## config.mk

```make
export PLATFORM = sky130hd
export DESIGN_NAME = imem_loader_flat
export DESIGN_NICKNAME = d
export VERILOG_FILES = /design/src/rtl/imem_loader_if.sv /design/src/rtl/imem_loader.sv /design/src/flat_wrapper.sv
export SDC_FILE = /design/constraint.sdc
export NUM_CORES = 2
export LEC_CHECK = 0
export ABC_AREA = 1
export BUFFER_PORTS_ARGS = -buffer_cell sky130_fd_sc_hd__buf_2
export CAP_MARGIN = 15
export CORE_UTILIZATION = 50
export CTS_CLUSTER_DIAMETER = 120
export CTS_CLUSTER_SIZE = 8
export DETAILED_ROUTE_END_ITERATION = 16
export GPL_ROUTABILITY_DRIVEN = 0
export PLACE_DENSITY = 0.76
export SYNTH_ARGS = -nofsm -noshare
export SYNTH_HDL_FRONTEND = slang
export SYNTH_SLANG_ARGS = --single-unit
export TNS_END_PERCENT = 20
```

## constraint.sdc

```tcl
create_clock -name clk -period 4.4 [get_ports clk]
set_input_delay 0.44 -clock clk [delete_from_list [all_inputs] [get_ports clk]]
set_output_delay 0.44 -clock clk [all_outputs]
set_load 0.1 [all_outputs]
```

## src/rtl/imem_loader_if.sv

```systemverilog
// Byte-stream loader handshake shared between a program source and imem_loader.
// The source drives valid/data/last; the loader answers with ready.
interface imem_loader_if;
    logic       load_valid;
    logic [7:0] load_data;
    logic       load_last;
    logic       load_ready;

    // Program source side
    modport master (
        output load_valid,
        output load_data,
        output load_last,
        input  load_ready
    );

    // Loader side
    modport slave (
        input  load_valid,
        input  load_data,
        input  load_last,
        output load_ready
    );
endinterface

```

## src/rtl/imem_loader.sv

```systemverilog
// imem_loader: receives a program as a little-endian byte stream, packs it into
// 32-bit words in a small instruction memory and then releases the core from
// reset. The core fetches combinationally; anything not yet loaded reads as NOP.
//
// Optional build macro IMEM_BOUNDS_CHECK_EN: when defined, fetches beyond the
// memory window return NOP and raise a sticky fetch_fault. When undefined the
// fetch address simply wraps modulo DEPTH*4 and fetch_fault stays low.
//
// DEPTH must be a power of two and at least 4.
module imem_loader #(
    parameter int DEPTH = 64
) (
    input  logic                     clk,
    input  logic                     reset,
    imem_loader_if.slave             load,
    input  logic [31:0]              imem_addr,
    output logic [31:0]              imem_data,
    output logic                     core_reset,
    output logic                     loaded,
    output logic [$clog2(DEPTH):0]   word_count,
    output logic                     fetch_fault
);

    localparam int              AW       = $clog2(DEPTH);
    localparam logic [31:0]     NOP      = 32'h0000_0013;
    localparam logic [AW:0]     WC_ONE   = (AW+1)'(1);
    localparam logic [AW:0]     WC_LAST  = (AW+1)'(DEPTH - 1);

    localparam logic [0:0]      ST_LOAD  = 1'b0;
    localparam logic [0:0]      ST_RUN   = 1'b1;

    // Control and datapath state
    logic [0:0]   state_reg, state_next;
    logic [1:0]   byte_cnt_reg, byte_cnt_next;
    logic [31:0]  asm_reg, asm_next;
    logic [AW:0]  word_count_reg, word_count_next;
    logic         loaded_reg;
    logic         core_reset_reg;
    logic         fault_reg, fault_next;

    // Instruction storage; read asynchronously so the core sees the word in
    // the same cycle it presents the address.
    logic [31:0]  mem [DEPTH];

    logic         accept;
    logic         write_en;
    logic [3:0]   below_mask;
    logic [31:0]  word_assembled;
    logic [AW-1:0] rd_idx;
    logic         out_of_range;
    logic         rd_hit;
    logic [1:0]   unused_addr_bits;

    // Handshake: ready is a pure function of the state register.
    assign load.load_ready = (state_reg == ST_LOAD);
    assign accept          = load.load_valid && load.load_ready;

    // A word is committed when its fourth byte arrives, or early when the
    // final program byte lands part-way through a word.
    assign write_en = accept && ((byte_cnt_reg == 2'd3) || load.load_last);

    // Lanes below the byte cursor keep what was already assembled; the lane at
    // the cursor takes the incoming byte; lanes above read as zero, which is
    // exactly the zero-fill needed when the program ends mid-word.
    assign below_mask = (4'b0001 << byte_cnt_reg) - 4'd1;

    generate
        for (genvar gi = 0; gi < 4; gi++) begin : g_lane
            localparam logic [1:0] LANE = 2'(gi);
            assign word_assembled[8*gi +: 8] =
                below_mask[gi]         ? asm_reg[8*gi +: 8] :
                (byte_cnt_reg == LANE) ? load.load_data     :
                                         8'h00;
        end
    endgenerate

    // Next-state logic for the loader: byte cursor, assembly word, word count
    // and the one-way LOAD -> RUN transition.
    always_comb begin
        state_next      = state_reg;
        byte_cnt_next   = byte_cnt_reg;
        asm_next        = asm_reg;
        word_count_next = word_count_reg;
        if (accept) begin
            asm_next      = word_assembled;
            byte_cnt_next = byte_cnt_reg + 2'd1;
            if (write_en) begin
                byte_cnt_next   = 2'd0;
                word_count_next = word_count_reg + WC_ONE;
                // Either the program says it is done, or the memory is full.
                if (load.load_last || (word_count_reg == WC_LAST)) begin
                    state_next = ST_RUN;
                end
            end
        end
    end

    // Fetch-side address decode. The low two address bits never select a word.
    assign rd_idx = imem_addr[AW+1:2];

`ifdef IMEM_BOUNDS_CHECK_EN
    // Any set bit above the memory window means the fetch is out of range.
    assign out_of_range     = (imem_addr[31:AW+2] != '0);
    assign fault_next       = fault_reg || ((state_reg == ST_RUN) && out_of_range);
    assign unused_addr_bits = imem_addr[1:0];
`else
    // Upper address bits are discarded, so fetches wrap around the memory.
    assign out_of_range     = 1'b0;
    assign fault_next       = 1'b0;
    assign unused_addr_bits = {^imem_addr[31:AW+2], ^imem_addr[1:0]};
`endif

    // Only words actually written since the last reset are visible, and only
    // once the core is running; everything else reads as NOP. This is what
    // hides stale contents left in the array across a reset.
    assign rd_hit    = (state_reg == ST_RUN) && !out_of_range &&
                       ({1'b0, rd_idx} < word_count_reg);
    assign imem_data = rd_hit ? mem[rd_idx] : NOP;

    // Control registers, including the registered core-facing status flags.
    always_ff @(posedge clk) begin
        if (reset) begin
            state_reg      <= ST_LOAD;
            byte_cnt_reg   <= 2'd0;
            asm_reg        <= 32'h0;
            word_count_reg <= '0;
            loaded_reg     <= 1'b0;
            core_reset_reg <= 1'b1;
            fault_reg      <= 1'b0;
        end else begin
            state_reg      <= state_next;
            byte_cnt_reg   <= byte_cnt_next;
            asm_reg        <= asm_next;
            word_count_reg <= word_count_next;
            loaded_reg     <= (state_next == ST_RUN);
            core_reset_reg <= (state_next != ST_RUN);
            fault_reg      <= fault_next;
        end
    end

    // Memory write port; contents are deliberately not cleared by reset, and a
    // word completing in a reset cycle is dropped.
    always_ff @(posedge clk) begin
        if (write_en && !reset) begin
            mem[word_count_reg[AW-1:0]] <= word_assembled;
        end
    end

    assign loaded      = loaded_reg;
    assign core_reset  = core_reset_reg;
    assign word_count  = word_count_reg;
    assign fetch_fault = fault_reg;

endmodule

```

## src/flat_wrapper.sv

```systemverilog
// flat-port wrapper written by rule: the top's interface ports become plain ports
module imem_loader_flat 
#(
    parameter int DEPTH = 64
)
  (clk, reset, imem_addr, imem_data, core_reset, loaded, word_count, fetch_fault, load_load_valid, load_load_data, load_load_last, load_load_ready);
  imem_loader_if load_i ();
  input  logic clk;
  input  logic reset;
  input  logic [31:0] imem_addr;
  output logic [31:0] imem_data;
  output logic core_reset;
  output logic loaded;
  output logic [$clog2(DEPTH):0] word_count;
  output logic fetch_fault;
  input wire logic [$bits(load_i.load_valid)-1:0] load_load_valid;
  input wire logic [$bits(load_i.load_data)-1:0] load_load_data;
  input wire logic [$bits(load_i.load_last)-1:0] load_load_last;
  output wire logic [$bits(load_i.load_ready)-1:0] load_load_ready;
  assign load_i.load_valid = load_load_valid;
  assign load_i.load_data = load_load_data;
  assign load_i.load_last = load_load_last;
  assign load_load_ready = load_i.load_ready;
  imem_loader #(.DEPTH(DEPTH)) u_core (.clk(clk), .reset(reset), .load(load_i), .imem_addr(imem_addr), .imem_data(imem_data), .core_reset(core_reset), .loaded(loaded), .word_count(word_count), .fetch_fault(fetch_fault));
endmodule
```

# Yosys cells after proc, flatten, opt, wreduce, memory -nomap -nowiden
# Memories as Yosys holds them, arrays and structs flattened.
# Cells that the tools add are included.
# Widths: inputs -> output; s select.
[totals]
ramBits = 2048
mem_count = 1
reg_bits = 43
word_cells = 41
[mem_list]
columns = ["name", "depth", "width", "read_ports", "rd_ports_with_merged_regs", "write_ports", "line", "text"]
rows = [
  ["u_core.mem", 64, 32, 1, 0, 1, "imem_loader.sv:43", "logic [31:0] mem [DEPTH];"],
]
[classes]
addsub = 3
shifts = 1
reduce_logical = 9
n_lt_le_gt_ge = 1
n_bitwise = 2
n_mux = 15
n_eq_ne = 4
[ops]
columns = ["operator", "n"]
rows = [
  ["$mux 8", 8],
  ["$mux 32", 1],
  ["$add 7x1->7 const B", 1],
  ["$eq 7x6->1 const B", 1],
  ["$lt 6x7->1", 1],
  ["$mux 1", 5],
  ["$eq 2x2->1 const B", 2],
  ["$logic_and 1x1->1", 4],
  ["$shl 1x2->4 const A", 1],
  ["$sub 4x1->4 const B", 1],
  ["$add 2x1->2 const B", 1],
  ["$eq 2x1->1 const B", 1],
  ["$logic_not 2->1", 1],
  ["$logic_or 1x1->1", 2],
  ["$mux 2", 1],
  ["$not 1->1", 2],
  ["$reduce_and 2->1", 1],
  ["$logic_not 1->1", 1],
]

# Longest topological paths before layout
[depth]
ltp_word = 6
mapped_depth = 14

# Worst setup path before layout
# Ideal clock, no wire load.
[synth_timing]
path_type = "register to register"
start = "reg with a tool-made name"
end = "mem u_core.mem[63][0], enable pin"
setup_slack_ps = -75
arrival_ps = 4014
stages_incl_launch_ff = 6
period_less_slack_ps = 4475
n_path_buf = 0
setup_time_ps = 461
cell_sequence = "dfxtp_1 -> inv_2 -> nand2_1 -> nor2_2 -> nand3_1 -> nor3_1"
[synth_lines]
columns = ["element", "line"]
rows = [
  ["to (decl)", "imem_loader.sv:43"],
]

# Worst setup path after layout
[layout_timing]
start = "reg u_core.word_count_reg[5], in the netlist u_core.word_count[5]"
end = "out imem_data[5]"
[layout_via]
elab_chain_cells = 3
[layout_rtl]
columns = ["element", "line", "text"]
rows = [
  ["from (decl)", "imem_loader.sv:36", "logic [AW:0] word_count_reg, word_count_next;"],
  ["from (signal assigned)", "imem_loader.sv:134", "word_count_reg <= word_count_next;"],
  ["$lt 6x7->1", "imem_loader.sv:117", "({1'b0, rd_idx} < word_count_reg);"],
  ["$logic_and 1x1->1", "imem_loader.sv:116", "assign rd_hit = (state_reg == ST_RUN) && !out_of_range &&"],
  ["$mux 32", "imem_loader.sv:118", "assign imem_data = rd_hit ? mem[rd_idx] : NOP;"],
  ["to (decl)", "flat_wrapper.sv:11", "output logic [31:0] imem_data;"],
]
# No other way between the ends.

==> impl_summary.md <==
Detailed routing
In the routed design, unresolved DRC markers number 0. In the routed layout, each cell is associated on average with a via count of 6.018. The count of TritonRoute iterations in the first routing pass is 9.

The post-detailed-routing wire length is 231100 um. For this block, the initial DRC count from the detailed router was 9475. The final route contains 58700 vias. The remaining antenna violation count is 0.

In the final routed layout, each cell accounts on average for 23.69 um.

Timing
Setup total negative slack on the finished layout was measured at 0 ps. The final worst clock skew is 35.49 ps. The minimum period implied by the final worst setup slack is 4069 ps. At the pin with the least slew margin, the transition time is 1256 ps. Setup repair after global routing left no endpoint under its margin. The max-slew violation count is 0. The portion of the clock cycle consumed by the worst path in the final layout is 0.9249. Setup violations remaining at the end of the flow were counted as 0.

For this run, the top clock speed supported by timing is 245.7 MHz. The number of endpoints with negative hold slack in the final report is 0. The max-slew headroom at the worst pin is 0.1629.

Synthesis
The cell accounting for the most synthesized area is sky130_fd_sc_hd__edfxtp_1. Of the post-synthesis cell area, the dominant cell type holds 0.7201. In this run the cell area of the synthesized design comes to 0.08541 sq mm. Counting every net in the synthesized netlist gives 7444. The synthesized design contains 2048 enable-type register cells.

By count the netlist is led by 2312 x sky130_fd_sc_hd__nand2_1, 2048 x sky130_fd_sc_hd__edfxtp_1, 1838 x sky130_fd_sc_hd__nand3_1. Of the synthesized area, sequential elements account for 0.7283. Synthesis inferred 2083 register bits.

The count of unique library cells instantiated by Yosys is 30. The most common cell in the synthesized netlist is sky130_fd_sc_hd__nand2_1. The number of warnings issued by yosys is 0.

After synthesis, the cell types taking the most area are sky130_fd_sc_hd__edfxtp_1 72%, sky130_fd_sc_hd__nand3_1 11%, sky130_fd_sc_hd__nand2_1 10%, sky130_fd_sc_hd__inv_1 1.6%, sky130_fd_sc_hd__buf_2 1.5%. The top flip-flop cell by instance count after synthesis is sky130_fd_sc_hd__edfxtp_1. The share of flip-flops with an asynchronous set or reset after synthesis is 0. The synthesized instance count is 7390.

A synthesized cell averages 11.56 sq um.

Power
Of the total power, the share spent switching nets is 0.2149. The register share of total power is 0.490. In this run the static leakage power is 36.42 nW. Of the total power, the clock network draws 0.455. The maximum vdd drop is 0.0004708 V. The relative contribution of combinational cells to total power is 0.055. The net switching component of the power is 0.009573 W.

The cell-internal power is 0.03498 W. The total power density per cell area is 456.5 mW/mm^2.

Clock network
After clock tree synthesis, the setup repair step added 0 buffers. Counting the buffers created by CTS gives 310. The post-cts repair resize count is 0. The later pin in the worst-skew pair is clocked with a latency of 910 ps. The count of H-tree levels built during CTS is 5.

The CTS tree is built. The clock root buffer master is sky130_fd_sc_hd__clkbuf_16. The hold buffer count at CTS is 2. The maximum buffer depth of the clock tree is 4.

Clock tree synthesis found a total of 2083 sinks. The CTS clock-pin slew for the worst setup and hold paths is 50 ps.

Worst setup path
STA puts the critical path data arrival time at 3630 ps. The setup path with the least slack is of type flip-flop to output port. The startpoint kind of the worst setup timing path is a flip-flop.

The critical-path maximum fanout is 32. The number of cells on the worst reg-to-reg path is 9. The required arrival time at the worst endpoint is 3960 ps. The worst setup path is captured at an output port.

Place
Counting tap cells, the placed design contains a total of 9401 instances. Buffers placed on the I/O ports in this run total 59. The placed wire-length estimate after detailed placement is 117300 um.

Floorplan
For this design the top-level I/O count stands at 87. The region available for standard cell placement spans 0.1695 sq mm. After floorplanning, the core was divided into 151 placement rows. For this configuration, the core starts out at a cell density of 0.5040. The full die area is 0.1725 sq mm.

The die is 415.3 um wide. In this run the vertical extent of the chip is 415.3 um.

Final layout
The register with the most flip-flops in the layout has 2048 of them. Leaving out filler cells and counting taps, the final layout contains 9754. The area growth from synthesis to layout is 14.26%. The layout has 12492 filler cells. The share of final-layout standard cells stronger than drive strength 1 is 0.09567.

The number of antenna diodes is 0. The final net count is 7553.

Hold path
The number of cells traversed by the worst hold path is 2. The worst hold path belongs to the class primary input to flip-flop.

GRT
Global routing finished with a remaining overflow of 0. The all-layer global routing usage is 0.2624. The initial antenna violation count came to 2. The maximum number of pins on one net before global-route repair is 114. The first global-routing pass estimated 341900 um of wire. The via count of the first global-routing pass was 56631.

Job
The max capacitance violation total is 0.

Status
The run finished with clean final reports.
## area by class of cell
class,count,area [sq um],area share
tap,2218,2775,0.02844
inverter,366,1410,0.01445
clock buffer,339,7951,0.08148
multi-input combinational,4479,20190,0.2069
timing repair buffer,259,2947,0.03020
clock inverter,10,108.9,0.001115
sequential,2083,62200,0.6374
## critical path, cell delays in order, from the launching register on
cell and delay (ps):
sky130_fd_sc_hd__dfxtp_1 470, sky130_fd_sc_hd__inv_1 200, sky130_fd_sc_hd__ha_1 310, sky130_fd_sc_hd__nand2_1 90
sky130_fd_sc_hd__o21ai_0 160, sky130_fd_sc_hd__nor3_4 230, sky130_fd_sc_hd__buf_12 260, sky130_fd_sc_hd__nand2_1 250
sky130_fd_sc_hd__nor2_1 460, sky130_fd_sc_hd__buf_12 240
## routing by layer
| layer | track usage | routed length [um] | up-vias |
|---|---|---|---|
| li1 | - | - | 25769 |
| met1 | 0.3403 | 81770 | 28110 |
| met2 | 0.4188 | 109700 | 4120 |
| met3 | 0.05632 | 28820 | 697 |
| met4 | 0.1327 | 10770 | 4 |
| met5 | 0 | 26 | - |
## worst paths after layout
| kind | slack (ps) | startpoint | to |
|---|---|---|---|
| worst max register to register | 890 | u_core.byte_cnt_reg[0] | u_core.mem[33][21] |
| worst max-delay path | 330 | u_core.word_count[5] | imem_data[5] |
| worst min register to register | 510 | u_core.word_count[6] | u_core.word_count[6] |
| worst min-delay path | 70 | reset | u_core.byte_cnt_reg[1] |
## kinds of logic after synthesis
| family | after synthesis | synth area share |
|---|---|---|
| compound gates | 107 | 0.006797 |
| fa+ha+maj | 10 | 0.001465 |
| buf+inv | 828 | 0.04341 |
| flops | 2083 | 0.7283 |
| other cells | 1 | 0.00004391 |
| simple gates | 4361 | 0.2200 |
## power by group through the flow
| stage | Clock (W) | Combinational (W) | Sequential, W |
|---|---|---|---|
| after global routing | 0.0212 | 0.00262 | 0.0218 |
| after detailed placement | 0 | 0.00235 | 0.0222 |
| final | 0.0203 | 0.00245 | 0.0218 |
| after CTS | 0.0203 | 0.00239 | 0.0218 |
| after global placement | 0 | 0.00229 | 0.0222 |
| after floorplan | 0 | 0.00151 | 0.0223 |
## metrics by stage
stage	hold slack (ps)	total power (W)	util	area (sq um)	setup WS [ps]
finish	72.95	0.04455	0.5758	97580	330.6
global route	113.0	0.04562	0.5758	97580	253.4
CTS	35.62	0.04458	0.5756	97540	352.5
detailed placement	501.0	0.02456	0.5279	89460	710.8
global placement	489.8	0.02450	0.5279	89460	734.0
floorplan	430.9	0.02377	-	85410	101.6
## cells in the final DEF, fill, tap and decap left out, drive strengths merged
cell type / synthesis / layout
buf: 357 / 257
o21ai: 59 / 59
or2: 37 / 37
inv: 364 / 369
clkbuf: 105 / 339
nand3: 1838 / 1838
clkinv: 2 / 6
nand4: 2 / 2
clkinvlp: 0 / 1
o211a: 1 / 1
dfxtp: 35 / 35
a21oi: 27 / 27
o21a: 1 / 1
a211oi: 9 / 9
nor2: 169 / 169
nand2: 2312 / 2312
conb: 1 / 1
ha: 10 / 10
dlygate4sd3: 0 / 2
edfxtp: 2048 / 2048
nor3: 3 / 3
o22ai: 9 / 9
a31o: 1 / 1
Note: power is estimated with default switching activity, not from simulation.
